**config.mk**
```make
export PLATFORM = sky130hd
export DESIGN_NAME = distance_monitor
export DESIGN_NICKNAME = d
export VERILOG_FILES = /design/src/rtl/distance_monitor.sv
export SDC_FILE = /design/constraint.sdc
export NUM_CORES = 1
export LEC_CHECK = 0
export BUFFER_PORTS_ARGS = -buffer_cell sky130_fd_sc_hd__buf_2
export CELL_PAD_IN_SITES_DETAIL_PLACEMENT = 1
export CELL_PAD_IN_SITES_GLOBAL_PLACEMENT = 1
export CORE_MARGIN = 3
export CORE_UTILIZATION = 50
export CTS_BUF_LIST = sky130_fd_sc_hd__clkbuf_2
export CTS_CLUSTER_DIAMETER = 30
export DETAILED_ROUTE_END_ITERATION = 7
export HOLD_SLACK_MARGIN = 0.12
export PLACE_DENSITY_LB_ADDON = 0.25
export SYNTH_ARGS = -nofsm -noshare
export SYNTH_HDL_FRONTEND = slang
export SYNTH_SLANG_ARGS = --single-unit
```
**constraint.sdc**
```tcl
create_clock -name clk -period 4.68 [get_ports clk]
set_clock_uncertainty 0.05 [all_clocks]
set_input_delay 0.936 -clock clk [delete_from_list [all_inputs] [get_ports clk]]
set_output_delay 0.936 -clock clk [all_outputs]
set_load 0.05 [all_outputs]
```
**src/rtl/distance_monitor.sv**
```systemverilog
`timescale 1ns/1ps
// -----------------------------------------------------------------------------
// distance_monitor
//
// Turns per-sensor ultrasonic distance samples (cm) into debounced, hysteretic
// stop flags. Each channel also has a fail-safe watchdog. The block also reports
// the nearest live obstacle. Downstream drive logic halts on any_stop.
//
// Ports:
//   clk              system clock, all logic on the rising edge
//   reset            synchronous, active-high reset
//   distance         N packed W-bit samples, channel i at [i*W +: W]
//   distance_valid   per-channel one-cycle sample strobe
//   stop_flag        per-channel stop (state == STOP or timed out), registered
//   any_stop         OR of stop_flag, registered
//   timeout_flag     per-channel watchdog expired, registered
//   nearest_distance minimum latched distance over channels not timed out
//   nearest_channel  index of that channel (lowest index wins ties)
// -----------------------------------------------------------------------------
module distance_monitor #(
    parameter int N              = 2,
    parameter int W              = 12,
    parameter int STOP_CM        = 20,
    parameter int CLEAR_CM       = 25,
    parameter int CONFIRM        = 3,
    parameter int TIMEOUT_CYCLES = 5_000_000,
    localparam int CH_W          = (N > 1) ? $clog2(N) : 1
) (
    input  logic               clk,
    input  logic               reset,
    input  logic [N*W-1:0]     distance,
    input  logic [N-1:0]       distance_valid,
    output logic [N-1:0]       stop_flag,
    output logic               any_stop,
    output logic [N-1:0]       timeout_flag,
    output logic [W-1:0]       nearest_distance,
    output logic [CH_W-1:0]    nearest_channel
);

    // Thresholds are compared as unsigned W-bit values.
    localparam logic [W-1:0] STOP_T  = W'(STOP_CM);
    localparam logic [W-1:0] CLEAR_T = W'(CLEAR_CM);

    // The confirm counter never holds CONFIRM between samples: the sample that
    // would make it reach CONFIRM switches the state and clears it instead.
    // So it only needs to represent 0..CONFIRM-1.
    localparam int               CNT_W    = (CONFIRM > 1) ? $clog2(CONFIRM) : 1;
    localparam logic [CNT_W-1:0] CNT_LAST = CNT_W'(CONFIRM - 1);

    localparam int              WD_W   = (TIMEOUT_CYCLES > 1) ? $clog2(TIMEOUT_CYCLES + 1) : 1;
    localparam logic [WD_W-1:0] WD_MAX = WD_W'(TIMEOUT_CYCLES);
    localparam bit              WD_EN  = (TIMEOUT_CYCLES != 0);

    typedef enum logic {
        ST_CLEAR = 1'b0,
        ST_STOP  = 1'b1
    } state_t;

    logic [N-1:0] stop_d;
    logic [N-1:0] stop_q;
    logic [N-1:0] to_q;
    logic [W-1:0] last_q [N];

    // ------------------------------------------------------------------
    // Per-channel debounce FSM, watchdog and sample latch
    // ------------------------------------------------------------------
    for (genvar gi = 0; gi < N; gi++) begin : g_ch
        logic [W-1:0]     d;
        logic             qualify;
        state_t           state_q, state_d;
        logic [CNT_W-1:0] cnt_q, cnt_d;
        logic [WD_W-1:0]  wd_q, wd_d;
        logic             to_ch_q, to_ch_d;
        logic             stop_ch_q, stop_ch_d;
        logic [W-1:0]     last_dist_q, last_dist_d;

        assign d = distance[gi*W +: W];

        // A sample "qualifies" when it pushes toward the opposite state.
        // In STOP, the hysteresis band (STOP_CM, CLEAR_CM) does not qualify.
        assign qualify = (state_q == ST_CLEAR) ? (d <= STOP_T) : (d >= CLEAR_T);

        always_comb begin
            state_d     = state_q;
            cnt_d       = cnt_q;
            wd_d        = wd_q;
            to_ch_d     = to_ch_q;
            last_dist_d = last_dist_q;
            if (distance_valid[gi]) begin
                // A fresh sample clears the timeout and is processed normally.
                // After a timeout the FSM sits in STOP with cnt=0, so this sample
                // counts as the first release sample.
                wd_d        = '0;
                to_ch_d     = 1'b0;
                last_dist_d = d;
                if (!qualify) begin
                    cnt_d = '0;
                end else if (cnt_q == CNT_LAST) begin
                    state_d = (state_q == ST_CLEAR) ? ST_STOP : ST_CLEAR;
                    cnt_d   = '0;
                end else begin
                    cnt_d = cnt_q + 1'b1;
                end
            end else if (WD_EN && (wd_q != WD_MAX)) begin
                wd_d = wd_q + 1'b1;
                if (wd_d == WD_MAX) begin
                    to_ch_d = 1'b1;
                    state_d = ST_STOP;
                    cnt_d   = '0;
                end
            end
        end

        assign stop_ch_d = (state_d == ST_STOP) | to_ch_d;

        always_ff @(posedge clk) begin
            if (reset) begin
                state_q     <= ST_STOP;
                cnt_q       <= '0;
                wd_q        <= '0;
                to_ch_q     <= 1'b0;
                stop_ch_q   <= 1'b1;
                last_dist_q <= '1;
            end else begin
                state_q     <= state_d;
                cnt_q       <= cnt_d;
                wd_q        <= wd_d;
                to_ch_q     <= to_ch_d;
                stop_ch_q   <= stop_ch_d;
                last_dist_q <= last_dist_d;
            end
        end

        assign stop_d[gi] = stop_ch_d;
        assign stop_q[gi] = stop_ch_q;
        assign to_q[gi]   = to_ch_q;
        assign last_q[gi] = last_dist_q;
    end

    // ------------------------------------------------------------------
    // Nearest live obstacle: minimum over latched samples of channels that
    // are not timed out. It works from the registered latch values, so the
    // result lands two edges after the strobe.
    // ------------------------------------------------------------------
    logic [W-1:0]    min_dist;
    logic [CH_W-1:0] min_ch;
    logic            min_found;

    always_comb begin
        min_dist  = '1;
        min_ch    = '0;
        min_found = 1'b0;
        for (int i = 0; i < N; i++) begin
            // Strict less-than keeps the lowest index on ties. min_found lets
            // a live channel holding all-ones still report its own index.
            if (!to_q[i] && (!min_found || (last_q[i] < min_dist))) begin
                min_found = 1'b1;
                min_dist  = last_q[i];
                min_ch    = CH_W'(i);
            end
        end
    end

    logic            any_stop_q;
    logic [W-1:0]    near_dist_q;
    logic [CH_W-1:0] near_ch_q;

    always_ff @(posedge clk) begin
        if (reset) begin
            any_stop_q  <= 1'b1;
            near_dist_q <= '1;
            near_ch_q   <= '0;
        end else begin
            any_stop_q  <= |stop_d;
            near_dist_q <= min_dist;
            near_ch_q   <= min_ch;
        end
    end

    assign stop_flag        = stop_q;
    assign any_stop         = any_stop_q;
    assign timeout_flag     = to_q;
    assign nearest_distance = near_dist_q;
    assign nearest_channel  = near_ch_q;

endmodule

```
==> impl_results.md <==
* EDFF count, synth at 0
* Synth area leaders: dfxtp_1 38%, nor2_1 5.7%, a211o_1 4.2%, xnor2_1 4.0%, ha_1 4.0%
* CTS tree: yes
* Die Height at between 100 and 150 um
* Largest net degree at the start of global routing at 45
* Worst path slowest cell: nor4_1
* Crit path kind: reg2reg
* Post-synthesis compound-gate area fraction at 15.9%
* Slew @ Worst Pin at around 750 ps
* Setup Fix Bufs, Post-CTS at 0
* Primary FF master, synth: dfxtp_1
* Commonest non-fill, non-tap cell in the layout: dfxtp_1
* Crit start category: register
* Clock transition at the registers of the reported paths at 240 ps
* DP Wirelength at between 9000 and 10000 um
* Worst Path Arrival at between 3000 and 4000 ps
* Final Max Tran Viols at 0
* Via count of the first global-routing pass at about 4300
* H-tree depth at 3
* Register bit total from synthesis at between 90 and 100
* Crit path cell chain: ha_1, inv_1, nor4_1, and4_1, o221ai_1, nor4_2, nor2_1, mux2_2
* Total track usage at a little under a quarter
* Achievable frequency at ~0.31 GHz
* Status: finished clean
* Initial antenna violation count at 0
* Worst EP required at roughly 5100 ps
* Synth Area in Adders at between 4 and 5%
* Final period util at around 70%
* CTS Sinks at 94
* RSZ-0062 raised after global routing: false
* CP max stage delay at around 610 ps
* DRC Markers at 0
* Cell Area, Synth at between 0.004 and 0.005 mm^2
* Worst min-delay path category: reg2reg
* Post-layout min period at 3200 ps
* Post-cts gate resize count at 0
* Max Root-Sink Buffers at 2
* Syn_area_per_cell at 8.65 um^2
* Vias at around 4300
* Hold Vio Cnt, Final at 0
* Number of port buffers at 45
* Area grow syn2layout at 5.71%
* FILL cells at 1168
* Cell Rows at 35
* Global routing's busiest layer: met2
* Share of the synthesized area in the top cell type at between 30% and 40%
* Met3 Use GR at 5.34%
* Clock root buffer: clkbuf_2
* Die span in x at between 100 and 150 um
* Syn Nets at between 600 and 700
* Placed cell area at just over 0.005 mm^2
* Post-Synth Simple-Gate Area at between 20 and 30%
* Multiplexer area fraction after synthesis at between 1 and 1.5%
* Met2 Usage GRT at between 40% and 50%
* Grt met1 use at 27.2%
* Antenna Nets Post-Route at 0
* Sequential share of the synthesized area at between 30% and 40%
* GRT Residual Overflow at 0
* Final Instance Area at roughly 0.0053 mm^2
* Synth area leader: dfxtp_1
* 1st-iter DRT viols at approximately 160
* Post-Synth XOR/XNOR Area at between 7 and 8%
* Worst vdd ir at ~0.00012 V
* Layout cells sized above 1 at roughly 14%
* Core area at 0.00946 mm^2
* Crit Path Max Fanout at 9
* Combinational family with the most area after synthesis: simple AND/OR/NAND/NOR gates
* # diodes at 0
* Worst setup EP type: register
* Worst skew pair latency at ~600 ps
* Starting Density at 52.9%
* Yosys cell types at 70
* Detailed Routing Iterations Pass 1 at 5
* Hold Buf Count CTS at 0
* Pwr Total at between 1 and 1.5 mW
* Setup TNS at 0 ps
* Routed Wire Length at 12500 um
* Die area at roughly 0.011 mm^2
* Nets at roughly 640
* CTS Buf Count at 9
* Top Ports at 46
* Final setup violation count at 0
* Asr flop ratio synth at 0%
* Routability cong. at slightly below 0.9
* Max_cap viols at 0
* Ys Warns at 0
* First-pass GRT wire length at between 20000 and 25000 um
* Gate Count Post-Synth at around 580
* P per Cell Area at about 270 mW/mm^2
* Vias per inst at just under 6
* Max-slew headroom at between 50 and 60%
* Most frequent cells in the layout: 94 x dfxtp_1, 76 x nor2_1, 45 x buf_2
* Routed len/inst at ~17 um
* Pleak at around 1.8 nW
[flip-flops by register name (all words and copies together), names as in the netlist]
name	cells
any_stop	1
g_ch.cnt_q	4
g_ch.last_dist_q	24
g_ch.state_q	2
g_ch.stop_ch_q	2
g_ch.to_ch_q	2
g_ch.wd_q	46
nearest_channel	1
nearest_distance	12
[area by class of cell]
type / instances / area, um^2 / share of cell area (%)
clock buffers: 9 / 45.0 / 0.852
clock inverters: 7 / 41.3 / 0.781
inverters: 14 / 52.6 / 0.994
multi-input cells: 427 / 2870 / 54.3
flip-flops and latches: 94 / 1880 / 35.6
well taps: 129 / 161 / 3.05
repair buffers: 46 / 233 / 4.40
[metrics by stage]
step / std cells / util, % / setup WS (ps) / hold slack, ps
after floorplan: 578 / - / 2030 / 414
after global placement: 710 / 55.0 / 1660 / 425
after detailed placement: 710 / 55.0 / 1510 / 461
after CTS: 726 / 55.9 / 1480 / 479
after global routing: 726 / 55.9 / 1190 / 461
final: 726 / 55.9 / 1480 / 504
[critical path: cells and delay by family (launching register included)]
family / cells / cell delay, ps
mux: 1 / 280
fa+ha+maj: 1 / 420
buf+inv: 1 / 160
flops: 1 / 540
simple gates: 4 / 1520
compound gates: 1 / 150
[synthesized netlist by cell type (6+ instances only)]
library cell	number
dfxtp_1	94
nor2_1	76
nor2b_1	29
clkbuf_1	28
nand2_1	27
a211o_1	24
xnor2_1	23
nand4_1	19
xor2_1	19
nand2b_1	18
ha_1	16
nand3_1	16
nor3_1	16
a21oi_1	15
inv_1	14
o32ai_1	12
nor4_1	11
buf_2	8
or4_1	7
and4_1	6
o21a_1	6
[power breakdown]
part / internal, mW / leakage, nW / switching, mW
logic: 0.0811 / 0.998 / 0.135
registers: 0.834 / 0.768 / 0.0212
clock network: 0.0657 / 0.0544 / 0.279
[worst paths after layout]
check / cells after the start / slack (ps) / start / to
setup / recovery: 8 / 1480 / g_ch[0].wd_q[1]$_SDFFE_PP0N_ / g_ch[0].cnt_q[0]$_SDFFE_PP0P_
hold / removal: 2 / 500 / g_ch[1].wd_q[21]$_SDFFE_PP0N_ / g_ch[1].wd_q[21]$_SDFFE_PP0N_
setup reg to reg: 8 / 1480 / g_ch[0].wd_q[1]$_SDFFE_PP0N_ / g_ch[0].cnt_q[0]$_SDFFE_PP0P_
hold reg to reg: 2 / 500 / g_ch[1].wd_q[21]$_SDFFE_PP0N_ / g_ch[1].wd_q[21]$_SDFFE_PP0N_
[metal layers]
metal	wire (um)	vias up
li1	-	2111
met1	5450	2083
met2	6380	78
met3	485	14
met4	195	0
met5	0	-
[logic make-up (layout without fill, tap and decap cells)]
logic type / after synthesis / in the layout
AO/OA/AOI/OAI: 102 / 102
XOR/XNOR: 42 / 42
adder cells (fa/ha/maj): 16 / 16
buffers and inverters: 57 / 76
flip-flops: 94 / 94
multiplexers: 7 / 7
AND/OR/NAND/NOR: 260 / 260
Power figures use the tool's default switching activity.
